$ cat src/rtl/mpq_cmd_sched_pkg.sv
// mpq_cmd_sched_pkg: command codes, FSM encoding and sizing shared by the scheduler and its bench.
package mpq_cmd_sched_pkg;

    localparam int PQ_CAP  = 32;
    localparam int PQ_NREQ = 2;
    localparam int CNT_W   = 6;

    typedef enum logic [2:0] {
        CMD_NOP      = 3'd0,
        CMD_EXTRACT  = 3'd1,
        CMD_INCREASE = 3'd2,
        CMD_INSERT   = 3'd3,
        CMD_WRITE    = 3'd4
    } cmd_e;

    typedef enum logic [2:0] {
        ST_LOAD,
        ST_BUILD,
        ST_IDLE,
        ST_ISSUE,
        ST_HOLD,
        ST_WAIT,
        ST_FINISH,
        ST_DONE
    } state_e;

    // INCREASE addresses elements 1..count, so index 0 and anything past the tail are rejected.
    function automatic logic cmd_legal(logic [2:0] cmd, logic [7:0] idx,
                                       logic [CNT_W-1:0] cnt, logic [CNT_W-1:0] cap);
        return !(cmd > CMD_WRITE ||
                 (cmd == CMD_EXTRACT && cnt == '0) ||
                 (cmd == CMD_INSERT && cnt == cap) ||
                 (cmd == CMD_INCREASE && (idx == '0 || idx > 8'(cnt))));
    endfunction

endpackage

$ cat src/rtl/mpq_cmd_sched_if.sv
// mpq_cmd_sched_if: load stream, requester commands and priority-queue command/status bundle.
interface mpq_cmd_sched_if;
    import mpq_cmd_sched_pkg::*;

    logic                          in_data_valid;
    logic [7:0]                    in_data;
    logic [PQ_NREQ-1:0]            req_valid;
    logic [PQ_NREQ-1:0][2:0]       req_cmd;
    logic [PQ_NREQ-1:0][7:0]       req_index;
    logic [PQ_NREQ-1:0][7:0]       req_value;
    logic [PQ_NREQ-1:0]            req_ready;
    logic [PQ_NREQ-1:0]            req_err;
    logic                          mpq_data_valid;
    logic [7:0]                    mpq_data;
    logic                          mpq_cmd_valid;
    logic [2:0]                    mpq_cmd;
    logic [7:0]                    mpq_index;
    logic [7:0]                    mpq_value;
    logic                          mpq_busy;
    logic                          mpq_done;
    logic [CNT_W-1:0]              count;
    logic                          sched_done;

    modport slave (
        input  in_data_valid, in_data, req_valid, req_cmd, req_index, req_value,
               mpq_busy, mpq_done,
        output req_ready, req_err, mpq_data_valid, mpq_data, mpq_cmd_valid,
               mpq_cmd, mpq_index, mpq_value, count, sched_done
    );

    modport master (
        output in_data_valid, in_data, req_valid, req_cmd, req_index, req_value,
               mpq_busy, mpq_done,
        input  req_ready, req_err, mpq_data_valid, mpq_data, mpq_cmd_valid,
               mpq_cmd, mpq_index, mpq_value, count, sched_done
    );

endinterface

$ cat src/rtl/mpq_cmd_sched_rr_arb2.sv
// rr_arb2: two-way round-robin arbiter; the pointer flips to the loser after every taken grant.
module rr_arb2 (
    input  logic       clk,
    input  logic       rst,
    input  logic       en_i,
    input  logic [1:0] req_i,
    output logic [1:0] gnt_o
);

    logic ptr_q;

    always_comb gnt_o = &req_i ? (ptr_q ? 2'b10 : 2'b01) : req_i;

    always_ff @(posedge clk or posedge rst) begin
        if (rst)
            ptr_q <= 1'b0;
        else if (en_i && |req_i)
            ptr_q <= gnt_o[0];
    end

endmodule

$ cat src/rtl/mpq_cmd_sched.sv
// mpq_cmd_sched: loads the priority queue, then arbitrates and validates requester commands to it.
module mpq_cmd_sched
    import mpq_cmd_sched_pkg::*;
#(
    parameter int CAP  = PQ_CAP,
    parameter int NREQ = PQ_NREQ
) (
    input logic             clk,
    input logic             rst,
    mpq_cmd_sched_if.slave  bus_if
);

    localparam logic [CNT_W-1:0] CAP_C = CNT_W'(CAP);

    state_e           state_q, state_d;
    logic [CNT_W-1:0] count_q, count_d;
    logic [NREQ-1:0]  rdy_q, err_q, gnt;
    logic             dv_q, cv_q;
    logic [7:0]       data_q, idx_q, val_q, idx_s, val_s;
    logic [2:0]       cmd_q, cmd_s;
    logic             arb_en, take, legal, g, room;

    assign arb_en = state_q == ST_IDLE && !bus_if.mpq_busy;
    assign room   = count_q < CAP_C;

    // A requester that was just readied is masked so its held request is not granted twice.
    rr_arb2 u_arb (
        .clk   (clk),
        .rst   (rst),
        .en_i  (arb_en),
        .req_i (bus_if.req_valid & ~rdy_q),
        .gnt_o (gnt)
    );

    always_comb begin
        take  = arb_en && |gnt;
        g     = gnt[1];
        cmd_s = bus_if.req_cmd[g];
        idx_s = bus_if.req_index[g];
        val_s = bus_if.req_value[g];
        legal = cmd_legal(cmd_s, idx_s, count_q, CAP_C);
    end

    always_comb begin
        state_d = state_q;
        count_d = count_q;
        case (state_q)
            ST_LOAD: begin
                count_d = bus_if.in_data_valid && room ? count_q + 1'b1 : count_q;
                state_d = !bus_if.in_data_valid && count_q != '0 ? ST_BUILD : ST_LOAD;
            end
            ST_BUILD:  state_d = bus_if.mpq_busy ? ST_BUILD : ST_IDLE;
            ST_IDLE:   state_d = take && legal ? ST_ISSUE : ST_IDLE;
            ST_ISSUE: begin
                state_d = ST_HOLD;
                count_d = cmd_q == CMD_EXTRACT ? count_q - 1'b1 :
                          cmd_q == CMD_INSERT  ? count_q + 1'b1 : count_q;
            end
            ST_HOLD:   state_d = ST_WAIT;
            ST_WAIT:   state_d = bus_if.mpq_busy ? ST_WAIT :
                                 cmd_q == CMD_WRITE ? ST_FINISH : ST_IDLE;
            ST_FINISH: state_d = bus_if.mpq_done ? ST_DONE : ST_FINISH;
            default:   state_d = state_q;
        endcase
    end

    always_ff @(posedge clk or posedge rst) begin
        if (rst) begin
            state_q <= ST_LOAD;
            count_q <= '0;
            rdy_q   <= '0;
            err_q   <= '0;
            dv_q    <= 1'b0;
            data_q  <= '0;
            cv_q    <= 1'b0;
            cmd_q   <= '0;
            idx_q   <= '0;
            val_q   <= '0;
        end else begin
            state_q <= state_d;
            count_q <= count_d;
            rdy_q   <= take ? gnt : '0;
            err_q   <= take && !legal ? gnt : '0;
            dv_q    <= state_q == ST_LOAD && bus_if.in_data_valid && room;
            cv_q    <= take && legal;
            if (state_q == ST_LOAD)
                data_q <= bus_if.in_data;
            if (take && legal) begin
                cmd_q <= cmd_s;
                idx_q <= idx_s;
                val_q <= val_s;
            end
        end
    end

    assign bus_if.req_ready      = rdy_q;
    assign bus_if.req_err        = err_q;
    assign bus_if.mpq_data_valid = dv_q;
    assign bus_if.mpq_data       = data_q;
    assign bus_if.mpq_cmd_valid  = cv_q;
    assign bus_if.mpq_cmd        = cmd_q;
    assign bus_if.mpq_index      = idx_q;
    assign bus_if.mpq_value      = val_q;
    assign bus_if.count          = count_q;
    assign bus_if.sched_done     = state_q == ST_DONE;

endmodule

$ cat src/flat_wrapper.sv
// flat-port wrapper written by rule: the top's interface ports become plain ports
module mpq_cmd_sched_flat import mpq_cmd_sched_pkg::*;
#(
    parameter int CAP  = PQ_CAP,
    parameter int NREQ = PQ_NREQ
)
  (clk, rst, bus_if_in_data_valid, bus_if_in_data, bus_if_req_valid, bus_if_req_cmd, bus_if_req_index, bus_if_req_value, bus_if_mpq_busy, bus_if_mpq_done, bus_if_req_ready, bus_if_req_err, bus_if_mpq_data_valid, bus_if_mpq_data, bus_if_mpq_cmd_valid, bus_if_mpq_cmd, bus_if_mpq_index, bus_if_mpq_value, bus_if_count, bus_if_sched_done);
  mpq_cmd_sched_if bus_if_i ();
  input logic clk;
  input logic rst;
  input wire logic [$bits(bus_if_i.in_data_valid)-1:0] bus_if_in_data_valid;
  input wire logic [$bits(bus_if_i.in_data)-1:0] bus_if_in_data;
  input wire logic [$bits(bus_if_i.req_valid)-1:0] bus_if_req_valid;
  input wire logic [$bits(bus_if_i.req_cmd)-1:0] bus_if_req_cmd;
  input wire logic [$bits(bus_if_i.req_index)-1:0] bus_if_req_index;
  input wire logic [$bits(bus_if_i.req_value)-1:0] bus_if_req_value;
  input wire logic [$bits(bus_if_i.mpq_busy)-1:0] bus_if_mpq_busy;
  input wire logic [$bits(bus_if_i.mpq_done)-1:0] bus_if_mpq_done;
  output wire logic [$bits(bus_if_i.req_ready)-1:0] bus_if_req_ready;
  output wire logic [$bits(bus_if_i.req_err)-1:0] bus_if_req_err;
  output wire logic [$bits(bus_if_i.mpq_data_valid)-1:0] bus_if_mpq_data_valid;
  output wire logic [$bits(bus_if_i.mpq_data)-1:0] bus_if_mpq_data;
  output wire logic [$bits(bus_if_i.mpq_cmd_valid)-1:0] bus_if_mpq_cmd_valid;
  output wire logic [$bits(bus_if_i.mpq_cmd)-1:0] bus_if_mpq_cmd;
  output wire logic [$bits(bus_if_i.mpq_index)-1:0] bus_if_mpq_index;
  output wire logic [$bits(bus_if_i.mpq_value)-1:0] bus_if_mpq_value;
  output wire logic [$bits(bus_if_i.count)-1:0] bus_if_count;
  output wire logic [$bits(bus_if_i.sched_done)-1:0] bus_if_sched_done;
  assign bus_if_i.in_data_valid = bus_if_in_data_valid;
  assign bus_if_i.in_data = bus_if_in_data;
  assign bus_if_i.req_valid = bus_if_req_valid;
  assign bus_if_i.req_cmd = bus_if_req_cmd;
  assign bus_if_i.req_index = bus_if_req_index;
  assign bus_if_i.req_value = bus_if_req_value;
  assign bus_if_i.mpq_busy = bus_if_mpq_busy;
  assign bus_if_i.mpq_done = bus_if_mpq_done;
  assign bus_if_req_ready = bus_if_i.req_ready;
  assign bus_if_req_err = bus_if_i.req_err;
  assign bus_if_mpq_data_valid = bus_if_i.mpq_data_valid;
  assign bus_if_mpq_data = bus_if_i.mpq_data;
  assign bus_if_mpq_cmd_valid = bus_if_i.mpq_cmd_valid;
  assign bus_if_mpq_cmd = bus_if_i.mpq_cmd;
  assign bus_if_mpq_index = bus_if_i.mpq_index;
  assign bus_if_mpq_value = bus_if_i.mpq_value;
  assign bus_if_count = bus_if_i.count;
  assign bus_if_sched_done = bus_if_i.sched_done;
  mpq_cmd_sched #(.CAP(CAP), .NREQ(NREQ)) u_core (.clk(clk), .rst(rst), .bus_if(bus_if_i));
endmodule
$ cat config.mk
export PLATFORM = sky130hd
export DESIGN_NAME = mpq_cmd_sched_flat
export DESIGN_NICKNAME = d
export VERILOG_FILES = /design/src/rtl/mpq_cmd_sched_pkg.sv /design/src/rtl/mpq_cmd_sched_if.sv /design/src/rtl/mpq_cmd_sched_rr_arb2.sv /design/src/rtl/mpq_cmd_sched.sv /design/src/flat_wrapper.sv
export SDC_FILE = /design/constraint.sdc
export NUM_CORES = 1
export LEC_CHECK = 0
export CAP_MARGIN = 20
export CORE_MARGIN = 10
export CORE_UTILIZATION = 44
export CTS_CLUSTER_SIZE = 24
export DETAILED_ROUTE_END_ITERATION = 16
export GPL_ROUTABILITY_DRIVEN = 0
export GPL_TIMING_DRIVEN = 1
export PLACE_DENSITY = 0.81
export SLEW_MARGIN = 10
export SYNTH_ARGS = -nofsm -noshare
export SYNTH_HDL_FRONTEND = slang
export SYNTH_HIERARCHICAL = 1
export SYNTH_SLANG_ARGS = --single-unit
$ cat constraint.sdc
create_clock -name clk -period 4 [get_ports clk]
set_clock_uncertainty 0.1 [all_clocks]
set_input_delay 0.4 -clock clk [delete_from_list [all_inputs] [get_ports clk]]
set_output_delay 0.4 -clock clk [all_outputs]
set_load 0.1 [all_outputs]
==> flow_summary.json, run 1 <==
{
  "status": "finished, final reports clean",
  "cts_tree": "yes",
  "chipWidth_um": 93.7,
  "antenna_found_initial": 0,
  "first_iter_violations": 118,
  "worstSkewPairLatency_ps": 290,
  "wl_per_cell_um": 17.6,
  "worstReg2RegStart": "u_core/bus_if.req_ready[1]$_DFF_PP0_",
  "period_minus_slack_ps": 3640,
  "die_h_um": 93.7,
  "synth_enable_flop_cells": 0,
  "numCtsBuffers": 5,
  "cts_resized": 0,
  "setup_tns_ps": 0,
  "reg2reg_depth": 11,
  "crit_path_top_delay_cell": "a21boi_2",
  "clkTransAtPathRegs_ps": 90,
  "hold_buffers": 0,
  "yosys_warnings": 6,
  "most-common-layout-cells": "92 x clkdlybuf4s50_1, 43 x dfrtp_1, 26 x mux2_2",
  "rows": 26,
  "h-tree-depth": 2,
  "viasPerCell": 5.26,
  "hpwl_mm": 5.16,
  "max_stage_delay_ps": 490,
  "post_cts_buffers": 0,
  "design.die.area_mm2": 0.00878,
  "grt_pass1_vias": 2109,
  "tightestPinTransition_ps": 1010,
  "fillers": 407,
  "yosys.cell_types.count": 47,
  "critical_path_class": "input pin to flip-flop",
  "overflow": 0,
  "slew_viol_final": 0,
  "hold_viol": 0,
  "worst_slack_ps": 359,
  "synth_area_mm2": 0.00239,
  "cp_cell_sequence": "clkdlybuf4s50_1 > nor2b_1 > a21boi_2 > mux2_2 > ha_1 > nand4_1 > o21ai_0 > nand4_1 > a211oi_2 > nand2b_2 > buf_4 > mux2_1",
  "layout_commonest_cell": "clkdlybuf4s50_1",
  "grtUsageTotal_pct": 15.0,
  "clockRootBuffer": "clkbuf_8",
  "ys_seq_elements": 43,
  "cp.required_ps": 4080,
  "grt_max_degree": 43,
  "diodes": 0,
  "num_vias": 1937,
  "rsz0062_at_grt": "false",
  "cp-end-kind": "flip-flop",
  "drc": 0,
  "seq_area_frac_synth_pct": 45.0,
  "firstDrtPassIters": 4,
  "setup_viol": 0,
  "layout-drive-gt1-share_pct": 21.1,
  "synth_top_flop_cell": "dfrtp_1",
  "r2r_end": "u_core/bus_if.mpq_value[0]$_DFFE_PP0P_",
  "hold_class": "input pin to async pin",
  "r2r_slack_ps": 560,
  "period_share_pct": 91.0,
  "final_antenna_net_count": 0,
  "fmax_ghz": 0.275,
  "clk_path_buf_depth": 2,
  "synth.avg_cell_area_um2": 11.9,
  "postSynth.asyncResetShare_pct": 100,
  "start_kind": "input pin",
  "syn_nets": 261,
  "start_util_pct": 46.2,
  "final_nets": 358,
  "cts_sinks": 43,
  "cp.arrival_ps": 3720,
  "portBuffers": 92,
  "place_ws_ps": 83.5,
  "maxCapViolCount": 0,
  "coreArea_mm2": 0.00517,
  "maxSlewHeadroom_pct": 32.4,
  "synthCells": 200,
  "syn_to_final_growth_pct": 45.6,
  "grt_pass1_wl_mm": 10.6,
  "worstPathMaxFanout": 15,
  "drt-total-wl_mm": 6.48,
  "crit_top_cell": "nand4_1",
  "ios": 93
}
Yosys cell counts, types with 2 or more instances:
cell,number,share of area (%)
and2_1,3,0.79
o311ai_0,2,0.73
nor2b_1,5,1.3
a21oi_1,7,1.5
nor3b_1,2,0.63
nand4_1,6,1.6
buf_6,3,1.4
clkbuf_1,2,0.31
a31oi_1,2,0.52
nor3_1,2,0.42
xnor2_1,5,1.8
o21ai_0,6,1.3
nand2b_1,3,0.79
ha_1,8,4.2
a211oi_2,2,1.0
mux2_1,5,2.4
inv_1,16,2.5
mux2_2,26,12
nor4_1,2,0.52
mux2i_1,3,1.3
dfrtp_1,43,45
nor2_1,5,0.79
or4_1,3,0.94
nand2_1,4,0.63
nand3_1,2,0.42
mux2_4,12,7.5
state kept, by name, summed over array words and instances, names as in the netlist:
name and flops:
u_core/bus_if.count 6, u_core/bus_if.mpq_cmd 3, u_core/bus_if.mpq_cmd_valid 1, u_core/bus_if.mpq_data 8
u_core/bus_if.mpq_data_valid 1, u_core/bus_if.mpq_index 8, u_core/bus_if.mpq_value 8, u_core/bus_if.req_err 2
u_core/bus_if.req_ready 2, u_core/state_q 3, u_core/u_arb/ptr_q 1
per-layer routing:
layer | track usage (%) | part of all wire (%)
met1 | 18.7 | 42
met2 | 24.3 | 50
met3 | 4.96 | 7.7
met4 | 3.67 | 0.59
met5 | 0 | 0
worst max path at each step:
stage | endpoint | start | depth (start not counted)
2_1_floorplan | u_core/bus_if.mpq_cmd[2]$_DFFE_PP0P_ | u_core/bus_if.req_ready[0]$_DFF_PP0_ | 14
3_5_place_dp | u_core/bus_if.mpq_value[0]$_DFFE_PP0P_ | bus_if_req_valid[1] | 12
5_1_grt | u_core/bus_if.mpq_value[0]$_DFFE_PP0P_ | bus_if_req_valid[1] | 12
3_3_place_gp | u_core/bus_if.mpq_value[2]$_DFFE_PP0P_ | bus_if_req_valid[1] | 12
4_1_cts | u_core/bus_if.mpq_value[0]$_DFFE_PP0P_ | bus_if_req_valid[1] | 12
6_report | u_core/bus_if.mpq_value[0]$_DFFE_PP0P_ | bus_if_req_valid[1] | 12
layout make-up:
| cell class | instances | area (um2) | area share [%] |
|---|---|---|---|
| Tap cell | 70 | 87.6 | 2.52 |
| Sequential cell | 43 | 1080 | 30.9 |
| Clock buffer | 5 | 68.8 | 1.98 |
| Multi-Input combinational cell | 134 | 1200 | 34.6 |
| Timing Repair Buffer | 97 | 958 | 27.6 |
| Clock inverter | 3 | 23.8 | 0.684 |
| Inverter | 16 | 60.1 | 1.73 |
per-stage QoR:
step	cell area, um2	utilization, %	std cells	hold slack (ps)
after CTS	3480	67.2	368	190
after floorplan	2390	-	200	28.7
after global placement	3380	65.4	360	375
final	3480	67.2	368	198
after global routing	3480	67.2	368	194
after detailed placement	3380	65.4	360	385
worst max-delay path, delay by kind of cell:
| kind | cells | cell delay (ps) |
|---|---|---|
| buffers and inverters | 2 | 670 |
| AND/OR/NAND/NOR | 4 | 590 |
| adder cells (fa/ha/maj) | 1 | 320 |
| AO/OA/AOI/OAI | 3 | 990 |
| multiplexers | 2 | 740 |
kinds of logic after synthesis:
| family | Yosys count | share of synthesized area (%) |
|---|---|---|
| fa+ha+maj | 8 | 4.19 |
| buf+inv | 23 | 4.77 |
| mux | 46 | 23.4 |
| compound gates | 26 | 7.86 |
| xor+xnor | 5 | 1.83 |
| flops | 43 | 45.0 |
| simple gates | 49 | 12.9 |
Power of run 1 is left out: the tool's default activity adds up to more than one toggle a clock period on the data nets, which glitch-free logic cannot reach.
==> run 2, diff against run 1 <==
Settings changed: GPL_ROUTABILITY_DRIVEN 0 to not set.
==> results of run 2 <==
The final DEF is identical to that of run 1; final timing and power are the same.
Power of run 2 is left out for the same reason.
==> run 3, diff against run 2 <==
Settings changed: CAP_MARGIN 20 to not set, RECOVER_POWER set to 25.
==> run 3 against run 2 <==
Against the previous run: the flow now finishes with violations (max-capacitance violations, max-slew violations); critical path depth is the same; register-to-register slack is essentially flat; setup slack gained 5.3 ps; wire length is essentially flat; maximum frequency grew 0.14%; largest cell class unchanged; sequential share of layout area is the same; flip-flop and latch count is the same; non-clock buffer count is the same; worst hold slack gained 110 ps.
==> flow_summary.json, run 3 (same netlist as run 1, synthesis figures left out) <==
{
  "status": "complete, but fails checks",
  "violations": "max-capacitance violations, max-slew violations",
  "worstReg2RegStart": "u_core/bus_if.req_ready[1]$_DFF_PP0_",
  "firstDrtPassIters": 4,
  "grt_max_degree": 43,
  "final_nets": 358,
  "rows": 26,
  "setup_tns_ps": 0,
  "first_iter_violations": 118,
  "critical_path_class": "input pin to flip-flop",
  "viasPerCell": 5.24,
  "crit_path_top_delay_cell": "a21boi_2",
  "max_stage_delay_ps": 490,
  "wl_per_cell_um": 17.6,
  "h-tree-depth": 2,
  "chipWidth_um": 93.7,
  "diodes": 0,
  "grt_pass1_vias": 2109,
  "cts_resized": 0,
  "cp_cell_sequence": "clkdlybuf4s50_1 > nor2b_1 > a21boi_2 > mux2_2 > ha_1 > nand4_1 > o21ai_0 > nand4_1 > a211oi_2 > nand2b_2 > buf_4 > mux2_1",
  "tightestPinTransition_ps": 1540,
  "most-common-layout-cells": "90 x clkdlybuf4s50_1, 43 x dfrtp_1, 26 x mux2_2",
  "slew_viol_final": 43,
  "drc": 0,
  "grtUsageTotal_pct": 15.0,
  "start_util_pct": 46.2,
  "cp.required_ps": 4080,
  "cp-end-kind": "flip-flop",
  "ios": 93,
  "layout_commonest_cell": "clkdlybuf4s50_1",
  "rsz0062_at_grt": "false",
  "period_share_pct": 90.9,
  "r2r_slack_ps": 570,
  "worstPathMaxFanout": 15,
  "design.die.area_mm2": 0.00878,
  "coreArea_mm2": 0.00517,
  "drt-total-wl_mm": 6.48,
  "hold_class": "input pin to async pin",
  "clkTransAtPathRegs_ps": 90,
  "grt_pass1_wl_mm": 10.6,
  "final_antenna_net_count": 0,
  "hold_buffers": 0,
  "antenna_found_initial": 0,
  "overflow": 0,
  "hpwl_mm": 5.16,
  "routabilityCongestion": 0.851,
  "reg2reg_depth": 11,
  "numCtsBuffers": 5,
  "clk_path_buf_depth": 2,
  "r2r_end": "u_core/bus_if.mpq_value[0]$_DFFE_PP0P_",
  "worstSkewPairLatency_ps": 290,
  "syn_to_final_growth_pct": 45.6,
  "period_minus_slack_ps": 3640,
  "setup_viol": 0,
  "maxSlewHeadroom_pct": -2.98,
  "die_h_um": 93.7,
  "clockRootBuffer": "clkbuf_8",
  "cts_tree": "yes",
  "start_kind": "input pin",
  "layout-drive-gt1-share_pct": 20.8,
  "post_cts_buffers": 0,
  "num_vias": 1928,
  "hold_viol": 0,
  "portBuffers": 92,
  "crit_top_cell": "nand4_1",
  "cts_sinks": 43,
  "maxCapViolCount": 1,
  "cp.arrival_ps": 3710,
  "fmax_ghz": 0.275
}
run 3: layout make-up:
type | instances | area, um2
Clock buffer | 5 | 68.8
Multi-Input combinational cell | 134 | 1200
Sequential cell | 43 | 1080
Fill cell | 407 | 1700
Tap cell | 70 | 87.6
Timing Repair Buffer | 97 | 958
Clock inverter | 3 | 23.8
Inverter | 16 | 60.1
run 3: worst max path at each step:
stage	cells past startpoint	slack, ps	start	endpoint
2_1_floorplan	14	70	u_core/bus_if.req_ready[0]$_DFF_PP0_	u_core/bus_if.mpq_cmd[2]$_DFFE_PP0P_
3_3_place_gp	12	230	bus_if_req_valid[1]	u_core/bus_if.mpq_value[2]$_DFFE_PP0P_
3_5_place_dp	12	80	bus_if_req_valid[1]	u_core/bus_if.mpq_value[0]$_DFFE_PP0P_
4_1_cts	12	360	bus_if_req_valid[1]	u_core/bus_if.mpq_value[0]$_DFFE_PP0P_
5_1_grt	12	120	bus_if_req_valid[1]	u_core/bus_if.mpq_value[0]$_DFFE_PP0P_
6_report	12	360	bus_if_req_valid[1]	u_core/bus_if.mpq_value[0]$_DFFE_PP0P_
run 3: through the flow:
stage          worst slack (ps)  area (um2)  hold slack, ps  std cells  utilization, %
2_1_floorplan              71.9        2390            28.7        200               -
3_3_place_gp                226        3380             375        360            65.4
3_5_place_dp               83.5        3380             385        360            65.4
4_1_cts                     364        3480             190        368            67.2
5_1_grt                     121        3480             305        368            67.2
6_report                    364        3480             307        368            67.2
run 3: per-layer routing:
layer / vias up / GRT usage, % / routed length (um)
met1: 943 / 18.7 / 2760
met2: 65 / 24.3 / 3220
met5: - / 0 / 0
li1: 915 / - / -
met3: 5 / 4.96 / 470
met4: 0 / 3.67 / 38
run 3: critical path: cells and delay by family:
kind,cells,cell delay (ps)
compound gates,3,990
fa+ha+maj,1,320
buf+inv,2,670
mux,2,740
simple gates,4,590
Power of run 3 is left out for the same reason.
